### src/rtl/lsu_pkg.sv
// rtl/lsu_pkg.sv - shared encodings, FSM states and size helper for the load/store unit
// Contents:
//   SZ_*         request size encodings
//   lsu_state_e  FSM states IDLE / ACCESS / RESP
//   size_bytes   number of bytes touched by a given size (illegal maps to 1)
package lsu_pkg;

    localparam logic [1:0] SZ_BYTE    = 2'b00;
    localparam logic [1:0] SZ_HALF    = 2'b01;
    localparam logic [1:0] SZ_WORD    = 2'b10;
    localparam logic [1:0] SZ_ILLEGAL = 2'b11;

    typedef enum logic [1:0] {
        IDLE   = 2'd0,
        ACCESS = 2'd1,
        RESP   = 2'd2
    } lsu_state_e;

    // Illegal size returns 1 so the range arithmetic stays well defined;
    // the request is rejected on the size check anyway.
    function automatic logic [2:0] size_bytes(input logic [1:0] sz);
        case (sz)
            SZ_HALF: size_bytes = 3'd2;
            SZ_WORD: size_bytes = 3'd4;
            default: size_bytes = 3'd1;
        endcase
    endfunction

endpackage

### src/rtl/lsu_load_extend.sv
// rtl/lsu_load_extend.sv - sign/zero extension of assembled load bytes
// Ports:
//   i_bytes     little-endian assembled bytes (lane 0 = lowest address)
//   i_size      request size encoding
//   i_unsigned  1 = zero-extend, 0 = sign-extend (byte/half only)
//   o_data      extended load result
module lsu_load_extend
    import lsu_pkg::*;
(
    input  logic [31:0] i_bytes,
    input  logic [1:0]  i_size,
    input  logic        i_unsigned,
    output logic [31:0] o_data
);

    always_comb begin
        o_data = i_bytes;
        case (i_size)
            SZ_BYTE: o_data = i_unsigned ? {24'h000000, i_bytes[7:0]}
                                         : {{24{i_bytes[7]}}, i_bytes[7:0]};
            SZ_HALF: o_data = i_unsigned ? {16'h0000, i_bytes[15:0]}
                                         : {{16{i_bytes[15]}}, i_bytes[15:0]};
            default: o_data = i_bytes;
        endcase
    end

endmodule

### src/rtl/load_store_unit.sv
// rtl/load_store_unit.sv - byte-serial load/store unit between execute stage and byte-wide data memory
// Ports:
//   i_clk, i_rst_n                    clock, asynchronous active-low reset
//   i_req_*/o_req_ready               request handshake (write, size, unsigned, addr, wdata)
//   o_resp_valid/o_resp_err/o_resp_rdata  one-cycle completion pulse with status and load data
//   o_mem_addr/o_mem_read/o_mem_write/o_mem_wdata/i_mem_rdata  one byte access per cycle
module load_store_unit
    import lsu_pkg::*;
#(
    parameter int ADDR_W    = 32,
    parameter int MEM_BYTES = 32
) (
    input  logic              i_clk,
    input  logic              i_rst_n,
    input  logic              i_req_valid,
    output logic              o_req_ready,
    input  logic              i_req_write,
    input  logic [1:0]        i_req_size,
    input  logic              i_req_unsigned,
    input  logic [ADDR_W-1:0] i_req_addr,
    input  logic [31:0]       i_req_wdata,
    output logic              o_resp_valid,
    output logic              o_resp_err,
    output logic [31:0]       o_resp_rdata,
    output logic [ADDR_W-1:0] o_mem_addr,
    output logic              o_mem_read,
    output logic              o_mem_write,
    output logic [7:0]        o_mem_wdata,
    input  logic [7:0]        i_mem_rdata
);

    localparam logic [ADDR_W:0] MEM_LIMIT = (ADDR_W+1)'(MEM_BYTES);

    lsu_state_e        r_state;
    logic              r_write;
    logic [1:0]        r_size;
    logic              r_unsigned;
    logic [31:0]       r_wdata;
    logic [31:0]       r_bytes;
    logic [1:0]        r_idx;
    logic [1:0]        r_last;
    logic              r_req_ready;
    logic              r_resp_valid;
    logic              r_resp_err;
    logic [31:0]       r_resp_rdata;
    logic [ADDR_W-1:0] r_mem_addr;
    logic              r_mem_read;
    logic              r_mem_write;
    logic [7:0]        r_mem_wdata;

    logic [2:0]        w_n;
    logic [ADDR_W:0]   w_end;
    logic              w_fault;
    logic [1:0]        w_idx_next;
    logic [7:0]        w_wbyte_next;
    logic [31:0]       w_merged;
    logic [31:0]       w_ext;

    assign w_n = size_bytes(i_req_size);
    // One extra bit so the last-byte address never wraps at the top of the address space.
    assign w_end = {1'b0, i_req_addr} + (ADDR_W+1)'(w_n) - (ADDR_W+1)'(1);

    assign w_fault = (i_req_size == SZ_ILLEGAL)
                   || ((i_req_size == SZ_HALF) && i_req_addr[0])
                   || ((i_req_size == SZ_WORD) && (i_req_addr[1:0] != 2'b00))
                   || (w_end >= MEM_LIMIT);

    assign w_idx_next   = r_idx + 2'd1;
    assign w_wbyte_next = r_wdata[{w_idx_next, 3'b000} +: 8];

    // The final byte is still on i_mem_rdata when the response is registered,
    // so extension works on the captured lanes with the current lane patched in.
    always_comb begin
        w_merged = r_bytes;
        w_merged[{r_idx, 3'b000} +: 8] = i_mem_rdata;
    end

    lsu_load_extend u_load_extend (
        .i_bytes    (w_merged),
        .i_size     (r_size),
        .i_unsigned (r_unsigned),
        .o_data     (w_ext)
    );

    always_ff @(posedge i_clk or negedge i_rst_n) begin
        if (!i_rst_n) begin
            r_state      <= IDLE;
            r_write      <= 1'b0;
            r_size       <= SZ_BYTE;
            r_unsigned   <= 1'b0;
            r_wdata      <= 32'h0;
            r_bytes      <= 32'h0;
            r_idx        <= 2'd0;
            r_last       <= 2'd0;
            r_req_ready  <= 1'b1;
            r_resp_valid <= 1'b0;
            r_resp_err   <= 1'b0;
            r_resp_rdata <= 32'h0;
            r_mem_addr   <= '0;
            r_mem_read   <= 1'b0;
            r_mem_write  <= 1'b0;
            r_mem_wdata  <= 8'h00;
        end else begin
            case (r_state)
                IDLE: begin
                    if (i_req_valid && r_req_ready) begin
                        r_req_ready <= 1'b0;
                        r_write     <= i_req_write;
                        r_size      <= i_req_size;
                        r_unsigned  <= i_req_unsigned;
                        r_wdata     <= i_req_wdata;
                        r_bytes     <= 32'h0;
                        r_idx       <= 2'd0;
                        r_last      <= 2'(w_n - 3'd1);
                        if (w_fault) begin
                            r_resp_valid <= 1'b1;
                            r_resp_err   <= 1'b1;
                            r_resp_rdata <= 32'h0;
                            r_state      <= RESP;
                        end else begin
                            r_mem_addr  <= i_req_addr;
                            r_mem_read  <= !i_req_write;
                            r_mem_write <= i_req_write;
                            r_mem_wdata <= i_req_write ? i_req_wdata[7:0] : 8'h00;
                            r_state     <= ACCESS;
                        end
                    end
                end
                ACCESS: begin
                    if (!r_write) begin
                        r_bytes <= w_merged;
                    end
                    if (r_idx == r_last) begin
                        r_mem_read   <= 1'b0;
                        r_mem_write  <= 1'b0;
                        r_mem_wdata  <= 8'h00;
                        r_resp_valid <= 1'b1;
                        r_resp_err   <= 1'b0;
                        r_resp_rdata <= r_write ? 32'h0 : w_ext;
                        r_state      <= RESP;
                    end else begin
                        r_idx       <= w_idx_next;
                        r_mem_addr  <= r_mem_addr + ADDR_W'(1);
                        r_mem_wdata <= r_write ? w_wbyte_next : 8'h00;
                    end
                end
                RESP: begin
                    r_resp_valid <= 1'b0;
                    r_resp_err   <= 1'b0;
                    r_resp_rdata <= 32'h0;
                    r_req_ready  <= 1'b1;
                    r_state      <= IDLE;
                end
                default: begin
                    r_state     <= IDLE;
                    r_req_ready <= 1'b1;
                end
            endcase
        end
    end

    assign o_req_ready  = r_req_ready;
    assign o_resp_valid = r_resp_valid;
    assign o_resp_err   = r_resp_err;
    assign o_resp_rdata = r_resp_rdata;
    assign o_mem_addr   = r_mem_addr;
    assign o_mem_read   = r_mem_read;
    assign o_mem_write  = r_mem_write;
    assign o_mem_wdata  = r_mem_wdata;

endmodule

### config.mk
export PLATFORM = sky130hd
export DESIGN_NAME = load_store_unit
export DESIGN_NICKNAME = d
export VERILOG_FILES = /design/src/rtl/lsu_pkg.sv /design/src/rtl/lsu_load_extend.sv /design/src/rtl/load_store_unit.sv
export SDC_FILE = /design/constraint.sdc
export NUM_CORES = 1
export LEC_CHECK = 0
export ABC_AREA = 1
export CELL_PAD_IN_SITES_DETAIL_PLACEMENT = 1
export CELL_PAD_IN_SITES_GLOBAL_PLACEMENT = 1
export CORE_UTILIZATION = 43
export DETAILED_ROUTE_END_ITERATION = 12
export PLACE_DENSITY = 0.95
export SKIP_CTS_REPAIR_TIMING = 1
export SLEW_MARGIN = 25
export SYNTH_ARGS = -nofsm -noshare
export SYNTH_HDL_FRONTEND = slang
export SYNTH_SLANG_ARGS = --single-unit
### constraint.sdc
create_clock -name i_clk -period 8.62 [get_ports i_clk]
set_input_delay 0.862 -clock i_clk [delete_from_list [all_inputs] [get_ports i_clk]]
set_output_delay 0.862 -clock i_clk [all_outputs]
set_load 0.05 [all_outputs]
==> results of run 1 <==
==> cell families after synthesis <==
logic type	count (synthesis)	share of synthesized area [%]
simple gates	748	29.87
flops	151	34.81
mux	28	2.904
buf+inv	300	11.07
fa+ha+maj	48	5.600
xor+xnor	33	2.662
compound gates	234	13.09
==> final cells by class <==
cell class,instances,area [µm²]
multi-input cells,1091,5907
repair buffers,162,1605
clock buffers,17,425.4
inverters,245,919.6
flip-flops and latches,151,3780
clock inverters,15,170.2
well taps,324,405.4
fillers,3166,11320
==> Yosys cell counts <==
library cell / count / area (µm²)
a211oi_1: 1 / 7.510
a21oi_1: 71 / 355.3
a22oi_1: 22 / 165.2
a31oi_1: 9 / 56.30
and2_1: 4 / 25.02
and3_1: 1 / 6.260
buf_1: 2 / 7.510
buf_2: 1 / 5.000
buf_6: 10 / 112.6
clkbuf_1: 42 / 157.7
clkinv_1: 3 / 11.26
dfrtp_1: 150 / 3754
dfstp_2: 1 / 26.28
fa_1: 1 / 20.02
ha_1: 47 / 588.1
inv_1: 236 / 885.9
inv_2: 6 / 22.52
mux2_2: 28 / 315.3
nand2_1: 419 / 1573
nand2_2: 2 / 12.51
nand2_4: 1 / 11.26
nand2_8: 2 / 40.04
nand3_1: 68 / 340.3
nand3_2: 1 / 10.01
nand3_4: 1 / 17.52
nand3b_1: 3 / 22.52
nand4_1: 54 / 337.8
nand4_4: 1 / 21.27
nor2_1: 151 / 566.8
nor2_2: 9 / 56.30
nor2_4: 3 / 33.78
nor3_1: 14 / 70.07
nor3_2: 3 / 30.03
nor4_1: 2 / 12.51
o211ai_1: 1 / 7.510
o21ai_0: 63 / 315.3
o21ai_2: 37 / 324.1
o21bai_1: 2 / 15.01
o22ai_1: 28 / 175.2
or2_0: 1 / 6.260
or2_2: 8 / 50.05
xnor2_1: 10 / 87.58
xor2_1: 23 / 201.4
==> state kept, by name, summed over array words and instances, names as in the netlist <==
register,cells
r_bytes,32
o_mem_addr,32
o_req_ready,1
r_wdata,32
o_resp_err,1
r_idx,2
r_state,2
o_resp_rdata,32
r_last,2
r_size,2
o_mem_write,1
r_unsigned,1
o_mem_wdata,8
r_write,1
o_mem_read,1
o_resp_valid,1
==> worst register-to-register path, delay by kind of cell, from the launching register on <==
kind / cells / cell delay (ns)
AND/OR/NAND/NOR: 4 / 1.78
flip-flops: 1 / 0.40
AO/OA/AOI/OAI: 2 / 0.45
adder cells (fa/ha/maj): 1 / 0.19
buffers and inverters: 3 / 0.98
==> routing by layer <==
metal  wire [µm]  part of all wire [%]
met1       16660                    41
met2       19950                    49
met3        2107                   5.2
met4        1641                   4.1
met5           0                     0
==> worst max path at each step <==
stage / startpoint / endpoint / slack [ns]
floorplan: i_req_size[0] / o_mem_wdata[6] / 5.02
global placement: i_req_size[0] / o_resp_rdata[14] / 3.67
detailed placement: i_req_size[0] / o_resp_rdata[19] / 3.40
CTS: i_req_size[0] / o_resp_rdata[19] / 3.74
global route: i_req_size[0] / o_resp_rdata[19] / 3.37
finish: i_req_size[0] / o_resp_rdata[19] / 3.65
==> power groups by stage <==
stage	combinational [mW]	clock, mW	sequential (mW)
final	2.30	0.773	1.18
after floorplan	1.20	0	1.52
after global routing	2.46	0.806	1.19
after CTS	2.29	0.777	1.16
after detailed placement	2.26	0	1.17
after global placement	2.13	0	1.15
==> through the flow <==
stage	instances	setup slack, ns	hold slack, ns
6_report	2005	3.645	0.4697
3_5_place_dp	1973	3.401	0.4572
3_3_place_gp	1973	3.674	0.4555
2_1_floorplan	1542	5.022	0.4732
4_1_cts	2005	3.739	0.4751
5_1_grt	2005	3.374	0.4981
==> cell usage in the layout (no fill, tap or decap), types with 46 or more instances in the layout <==
master,Yosys,layout
nand2_1,419,419
inv_1,236,236
clkdlybuf4s50_1,0,154
nor2_1,151,150
dfrtp_1,150,150
a21oi_1,71,71
nand3_1,68,67
o21ai_0,63,63
nand4_1,54,54
ha_1,47,46
==> impl_metrics.env, run 1 <==
export IMPL_outcome="finished clean"
export IMPL_ys_seq_elements=151
export IMPL_drtAntennaViolNets=0
export IMPL_antenna_found_initial=0
export IMPL_worst_setup_path_start_kind="input port"
export IMPL_setup_viol=0
export IMPL_die_area_um2=25890
export IMPL_area_growth_pct=21.67
export IMPL_hp_start="o_resp_rdata[21]"
export IMPL_cp_arrival_ns=5.36
export IMPL_busiest_layer="met2"
export IMPL_port_buffer_count=155
export IMPL_viasPerCell=5.699
export IMPL_syn_nets=1669
export IMPL_hold_path_class="register to register"
export IMPL_seqPwrFrac_pct=27.7
export IMPL_max_freq_mhz=201.0
export IMPL_h_tree_depth=4
export IMPL_die_x_um=160.9
export IMPL_drv_cap=0
export IMPL_hold_viol=0
export IMPL_finalCritPeriodShare_pct=57.71
export IMPL_combPwrFrac_pct=54.1
export IMPL_yosysWarningCount=0
export IMPL_fin_worst_skew_ns=0.01929
export IMPL_max_vdd_ir_drop_mv=0.1811
export IMPL_met3_usage_pct=4.778
export IMPL_crit_family="simple AND/OR/NAND/NOR gates"
export IMPL_wl_um=40360
export IMPL_grt_pass1_wl_um=64330
export IMPL_drt_pass1_iterations=5
export IMPL_cts_tree="built"
export IMPL_wl_per_cell_um=20.13
export IMPL_cp_num_buf_inv=6
export IMPL_cp_depth=23
export IMPL_power_switching_share_pct=52.35
export IMPL_r2r_cells=10
export IMPL_post_dp_hpwl_um=29520
export IMPL_switching_power_mw=2.224
export IMPL_start_util_pct=44.26
export IMPL_vias=11430
export IMPL_tns_ns=0
export IMPL_tightest_slew_ns=1.188
export IMPL_crit_slowest_cell="nand3_2"
export IMPL_reg2reg_setup_slack_ns=4.69
export IMPL_ys_seq_area_share_pct=34.81
export IMPL_cp_cell_sequence="clkdlybuf4s50_1, inv_1, ha_1, inv_1, ha_1, inv_1, ha_1, inv_1, fa_1, inv_1, nand2_1, nand2_1, and2_1, xor2_1, nor2_1, nand3_1, nor2_1, nand3_1, nor2_4, nand4_4, nand3_2, nand2_1, nand2_1"
export IMPL_synth_distinct_cells=43
export IMPL_final_cell_area_um2=13210
export IMPL_drtIter0Drc=910
export IMPL_die_h_um=160.9
export IMPL_holdPathStages=2
export IMPL_grt_max_degree=82
export IMPL_grtUsageMet1_pct=38.32
export IMPL_syn_avg_cell_area_um2=7.042
export IMPL_antennaDiodeCount=0
export IMPL_final_nets=1795
export IMPL_worstHoldEndpoint="o_resp_rdata[21]"
export IMPL_path_class="input port to register"
export IMPL_synth_area_um2=10860
export IMPL_final_layout_size_suffix_gt1_share_pct=8.745
export IMPL_leakagePower_nw=6.440
export IMPL_post_route_drc_count=0
export IMPL_fin_crit_ns=4.975
export IMPL_crit_fanout=35
export IMPL_crit_required_ns=9.00
export IMPL_netlist_instances=1542
export IMPL_clk_insertion_delay_late_ns=0.46
export IMPL_clock_sinks=151
export IMPL_power_density_nw_per_um2=321.6
export IMPL_io_pin_count=156
export IMPL_rsz0062_at_grt="no"
export IMPL_first_global_vias=12050
export IMPL_grt_usage_pct=31.59
export IMPL_crit_path_max_incr_delay_ns=0.67
export IMPL_endpoint_kind="register"
export IMPL_clk_path_buf_depth=2
export IMPL_rr_startpoint="r_state[1]"
export IMPL_overflow=0
export IMPL_r2r_end="o_mem_addr[24]"
export IMPL_p_int_mw=2.025
export IMPL_clockPowerShare_pct=18.2
export IMPL_relSlewSlack_pct=20.54
export IMPL_cts_made_buffers=17
export IMPL_finalPower_mw=4.249
export IMPL_cts_root_buf="clkbuf_16"
export IMPL_use_met2_pct=54.86
export IMPL_place_area_um2=12610
export IMPL_finalMaxSlewViolations=0
export IMPL_worst_path_most_repeated_cell="inv_1"
export IMPL_rows=57
export IMPL_core_area_um2=24530
export IMPL_place_congestion=0.9050
export IMPL_utilization_pct=53.86
export IMPL_clk_pin_slew_worst_paths_ns=0.07
(Power assumes the default switching activity.)
==> run 2, diff against run 1 <==
--- a/config.mk
+++ b/config.mk
@@ -8,9 +8,9 @@
 export ABC_AREA = 1
 export CELL_PAD_IN_SITES_DETAIL_PLACEMENT = 1
 export CELL_PAD_IN_SITES_GLOBAL_PLACEMENT = 1
-export CORE_UTILIZATION = 43
+export CORE_UTILIZATION = 40
 export DETAILED_ROUTE_END_ITERATION = 12
-export PLACE_DENSITY = 0.95
+export PLACE_DENSITY = 0.92
 export SKIP_CTS_REPAIR_TIMING = 1
 export SLEW_MARGIN = 25
 export SYNTH_ARGS = -nofsm -noshare
==> constraint.sdc (replaced) <==
create_clock -name i_clk -period 5.2 [get_ports i_clk]
set_input_delay 0.52 -clock i_clk [delete_from_list [all_inputs] [get_ports i_clk]]
set_output_delay 0.52 -clock i_clk [all_outputs]
set_load 0.05 [all_outputs]
==> run 2 against run 1 <==
  * Sequential share of layout area shrank 0.11 points
  * Final cell count is 0.65% higher
  * Register-to-register slack worse by 3.1 ns
  * Clock skew down 0.0075 ns
  * Via count is 3.1% lower
  * First-iteration DRC count fell by 26%
  * Die area grew 7.4%
  * Clock-buffer cell count rose by 1
  * Critical endpoint is now o_mem_addr[28]
  * Largest cell class unchanged
==> impl_metrics.env, run 2 (synthesized netlist as in run 1, its figures left out) <==
export IMPL_outcome="finished clean"
export IMPL_die_h_um=166.8
export IMPL_layout_common_cells="418 x nand2_1, 236 x inv_1, 154 x clkdlybuf4s50_1"
export IMPL_start_util_pct=41.20
export IMPL_cts_tree="built"
export IMPL_die_area_um2=27810
export IMPL_crit_required_ns=5.50
export IMPL_final_nets=1797
export IMPL_endpoint_kind="register"
export IMPL_crit_fanout=61
export IMPL_overflow=0
export IMPL_clk_path_buf_depth=2
export IMPL_post_dp_hpwl_um=27470
export IMPL_place_area_um2=12640
export IMPL_tightest_slew_ns=0.8464
export IMPL_clk_pin_slew_worst_paths_ns=0.07
export IMPL_final_cell_area_um2=13270
export IMPL_drv_cap=0
export IMPL_finalCritPeriodShare_pct=81.77
export IMPL_worst_setup_path_start_kind="input port"
export IMPL_drtAntennaViolNets=0
export IMPL_antenna_found_initial=0
export IMPL_clk_insertion_delay_late_ns=0.44
export IMPL_cts_root_buf="clkbuf_16"
export IMPL_finalPower_mw=7.000
export IMPL_setup_viol=0
export IMPL_wl_per_cell_um=18.32
export IMPL_die_x_um=166.8
export IMPL_hold_path_class="input port to asynchronous set/reset pin"
export IMPL_viasPerCell=5.488
export IMPL_cts_made_buffers=17
export IMPL_wl_um=36970
export IMPL_crit_family="simple AND/OR/NAND/NOR gates"
export IMPL_port_buffer_count=155
export IMPL_dp_slack_ns=0.5737
export IMPL_grt_max_degree=100
export IMPL_h_tree_depth=4
export IMPL_clock_sinks=151
export IMPL_crit_path_max_incr_delay_ns=0.56
export IMPL_place_congestion=0.8909
export IMPL_antennaDiodeCount=0
export IMPL_drtIter0Drc=676
export IMPL_worst_path_most_repeated_cell="inv_1"
export IMPL_final_layout_size_suffix_gt1_share_pct=8.913
export IMPL_finalMaxSlewViolations=0
export IMPL_fin_worst_skew_ns=0.01179
export IMPL_first_global_vias=11620
export IMPL_path_class="input port to register"
export IMPL_hold_viol=0
export IMPL_post_route_drc_count=0
export IMPL_max_freq_mhz=235.2
export IMPL_layout_cells_most_common="nand2_1"
export IMPL_relSlewSlack_pct=43.57
export IMPL_power_density_nw_per_um2=527.6
export IMPL_rows=59
export IMPL_timing_final_ws_setup_ns=0.9481
export IMPL_max_vdd_ir_drop_mv=0.3520
export IMPL_io_pin_count=156
export IMPL_fin_crit_ns=4.252
export IMPL_cp_num_buf_inv=6
export IMPL_cp_arrival_ns=4.55
export IMPL_tns_ns=0
export IMPL_rsz0062_at_grt="no"
export IMPL_grt_pass1_wl_um=61030
export IMPL_grt_usage_pct=27.35
export IMPL_cp_cell_sequence="clkdlybuf4s50_1, inv_1, ha_1, inv_1, ha_1, inv_1, ha_1, inv_1, fa_1, inv_1, nand2_1, nand2_1, and2_1, xor2_1, nor2_1, nand3_1, nor2_1, nand3_1, nor2_4, nand3_4, nand2_8, nand2_8, nand2_1, o21ai_2"
export IMPL_core_area_um2=26350
export IMPL_crit_slowest_cell="clkdlybuf4s50_1"
export IMPL_area_growth_pct=22.18
export IMPL_vias=11070
export IMPL_leakagePower_nw=6.458
export IMPL_drt_pass1_iterations=5
==> run 2: layout make-up <==
class	count	area, µm²
sequential	151	3781
clock inverter	14	186.4
fill	3342	13090
timing repair buffer	164	1623
clock buffer	18	429.2
tap	335	419.2
inverter	245	919.6
multi-input combinational	1091	5909
==> run 2: routing by layer <==
metal	up-vias	share of wire, %	global-route usage (%)
li1	5210	-	-
met1	5460	43	33.98
met2	318	49	48.05
met3	86	3.9	3.208
met4	0	3.5	11.23
met5	-	0	0
==> run 2: worst register-to-register path, cell delays in order, from the launching register on <==
cell	delay [ns]
dfrtp_2	0.76
inv_1	0.14
ha_1	0.36
inv_1	0.24
nand3_1	0.12
inv_1	0.26
a31oi_1	0.19
nor2_1	0.13
nand2_1	0.21
o211ai_1	0.16
nand2_1	0.39
a21oi_1	0.31
nand4_1	0.15
nand2_1	0.12
==> run 2: worst paths after layout <==
check	startpoint	to	slack, ns	cells after the start
setup / recovery	i_req_size[0]	o_mem_addr[28]	0.95	24
hold / removal	i_rst_n	o_resp_rdata[21]	0.19	1
setup reg to reg	r_idx[0]	o_resp_rdata[21]	1.60	13
hold reg to reg	o_resp_rdata[4]	o_resp_rdata[4]	0.47	2
max in group asynchronous	i_rst_n	r_idx[0]	3.70	2
min in group i_clk	o_resp_rdata[4]	o_resp_rdata[4]	0.47	2
==> run 2: stage by stage <==
step	utilization, %	cells	hold WS [ns]
global placement	47.96	1986	0.4533
floorplan	-	1542	0.2244
finish	50.34	2018	0.1916
CTS	50.30	2018	0.2590
global route	50.34	2018	0.2734
detailed placement	47.97	1986	0.4604
==> run 2: report_power, final <==
group	internal (mW)	switching (mW)	total (mW)
Clock	0.732	0.596	1.33
Sequential	1.57	0.402	1.97
Combinational	1.14	2.56	3.70
==> run 3, diff against run 2 <==
==> constraint.sdc (replaced) <==
create_clock -name i_clk -period 4 [get_ports i_clk]
set_input_delay 0.4 -clock i_clk [delete_from_list [all_inputs] [get_ports i_clk]]
set_output_delay 0.4 -clock i_clk [all_outputs]
set_load 0.05 [all_outputs]
==> run 3 against run 2 <==
  * Non-clock buffer count increased by 13
  * Clock power increased by 26%
  * Largest power group unchanged
  * Largest cell class unchanged
  * Wire length increased by 1.7%
  * Utilization increased by 0.42 points
  * Final area increased by 0.84%
  * Hold slack got worse by 0.14 ns
  * Clock skew increased by 0.0017 ns
  * Sequential power increased by 27%
  * Total power increased by 31%
  * Worst setup slack got worse by 0.62 ns
  * Flip-flop and latch count unchanged
==> impl_metrics.env, run 3 (synthesized netlist as in run 1, its figures left out) <==
export IMPL_drt_pass1_iterations=5
export IMPL_io_pin_count=156
export IMPL_reg2reg_setup_slack_ns=0.37
export IMPL_tightest_slew_ns=0.9883
export IMPL_cts_tree="built"
export IMPL_viasPerCell=5.452
export IMPL_hold_path_class="input port to asynchronous set/reset pin"
export IMPL_layout_cells_non_filler=2031
export IMPL_finalCritPeriodShare_pct=91.74
export IMPL_drtAntennaViolNets=0
export IMPL_port_buffer_count=155
export IMPL_grt_pass1_wl_um=61470
export IMPL_crit_slowest_cell="clkdlybuf4s50_1"
export IMPL_cp_arrival_ns=4.00
export IMPL_place_inst=1999
export IMPL_final_nets=1810
export IMPL_fin_crit_ns=3.670
export IMPL_max_vdd_ir_drop_mv=0.3941
export IMPL_start_util_pct=41.20
export IMPL_crit_path_max_incr_delay_ns=0.51
export IMPL_crit_fanout=33
export IMPL_grt_usage_pct=27.67
export IMPL_clk_path_buf_depth=2
export IMPL_layout_cells_most_common="nand2_1"
export IMPL_final_layout_size_suffix_gt1_share_pct=9.611
export IMPL_overflow=0
export IMPL_tns_ns=0
export IMPL_crit_family="simple AND/OR/NAND/NOR gates"
export IMPL_drtIter0Drc=752
export IMPL_utilization_pct=50.77
export IMPL_vias=11070
export IMPL_drv_cap=0
export IMPL_cts_root_buf="clkbuf_16"
export IMPL_h_tree_depth=4
export IMPL_clk_pin_slew_worst_paths_ns=0.07
export IMPL_clk_insertion_delay_late_ns=0.45
export IMPL_grt_max_degree=92
export IMPL_finalMaxSlewViolations=0
export IMPL_hold_slack_ns=0.05649
export IMPL_area_growth_pct=23.21
export IMPL_rows=59
export IMPL_nFillCells=3351
export IMPL_die_h_um=166.8
export IMPL_max_freq_mhz=272.5
export IMPL_leakagePower_nw=6.533
export IMPL_path_class="input port to register"
export IMPL_power_density_nw_per_um2=686.8
export IMPL_die_area_um2=27810
export IMPL_endpoint_kind="register"
export IMPL_rsz0062_at_grt="no"
export IMPL_die_x_um=166.8
export IMPL_antenna_found_initial=0
export IMPL_relSlewSlack_pct=34.04
export IMPL_cp_num_buf_inv=8
export IMPL_worst_path_most_repeated_cell="nand2_1"
export IMPL_first_global_vias=11540
export IMPL_core_area_um2=26350
export IMPL_post_dp_hpwl_um=28180
export IMPL_cts_made_buffers=17
export IMPL_wl_per_cell_um=18.51
export IMPL_hold_viol=0
export IMPL_post_route_drc_count=0
export IMPL_antennaDiodeCount=0
export IMPL_setup_viol=0
export IMPL_place_congestion=0.8793
export IMPL_clock_sinks=151
export IMPL_fin_worst_skew_ns=0.01350
export IMPL_crit_required_ns=4.33
export IMPL_worst_setup_path_start_kind="input port"
export IMPL_outcome="finished clean"
export IMPL_layout_common_cells="419 x nand2_1, 236 x inv_1, 154 x clkdlybuf4s50_1"
export IMPL_wl_um=37590
==> run 3: metal layers <==
layer | global-route usage [%] | up-vias | share of wire [%]
li1 | - | 5229 | -
met1 | 34.56 | 5446 | 43
met2 | 48.30 | 318 | 50
met3 | 3.660 | 79 | 4.2
met4 | 10.83 | 0 | 2.8
met5 | 0 | - | 0
==> run 3: cell type report <==
class                      count  area [µm²]  area share (%)
timing repair buffer         177        1768           13.21
sequential                   151        3780           28.25
clock inverter                14       151.4           1.132
tap                          335       419.2           3.133
clock buffer                  18       439.2           3.283
multi-input combinational   1091        5902           44.11
inverter                     245       919.6           6.874
==> run 3: through the flow <==
step | power, mW | setup WS [ns] | cell area (µm²)
floorplan | 5.857 | 0.8638 | 10860
detailed placement | 7.458 | -0.08253 | 12790
global placement | 7.204 | 0.05620 | 12790
CTS | 9.205 | 0.3369 | 13380
finish | 9.189 | 0.3302 | 13380
global route | 9.695 | 0.006450 | 13380
==> run 3: worst paths after layout <==
check	startpoint	to	depth (start not counted)
max in group asynchronous	i_rst_n	r_wdata[11]	2
min in group i_clk	o_resp_rdata[20]	o_resp_rdata[20]	2
setup / recovery	i_req_size[0]	o_mem_addr[16]	28
setup reg to reg	r_idx[1]	o_resp_rdata[23]	13
hold / removal	i_rst_n	o_resp_rdata[30]	1
hold reg to reg	o_resp_rdata[20]	o_resp_rdata[20]	2
==> run 3: where the power goes <==
part	total [mW]	internal, mW	switching [mW]
logic	5.01	1.60	3.41
clock network	1.67	0.857	0.813
registers	2.51	2.04	0.476
total	9.19	4.49	4.70
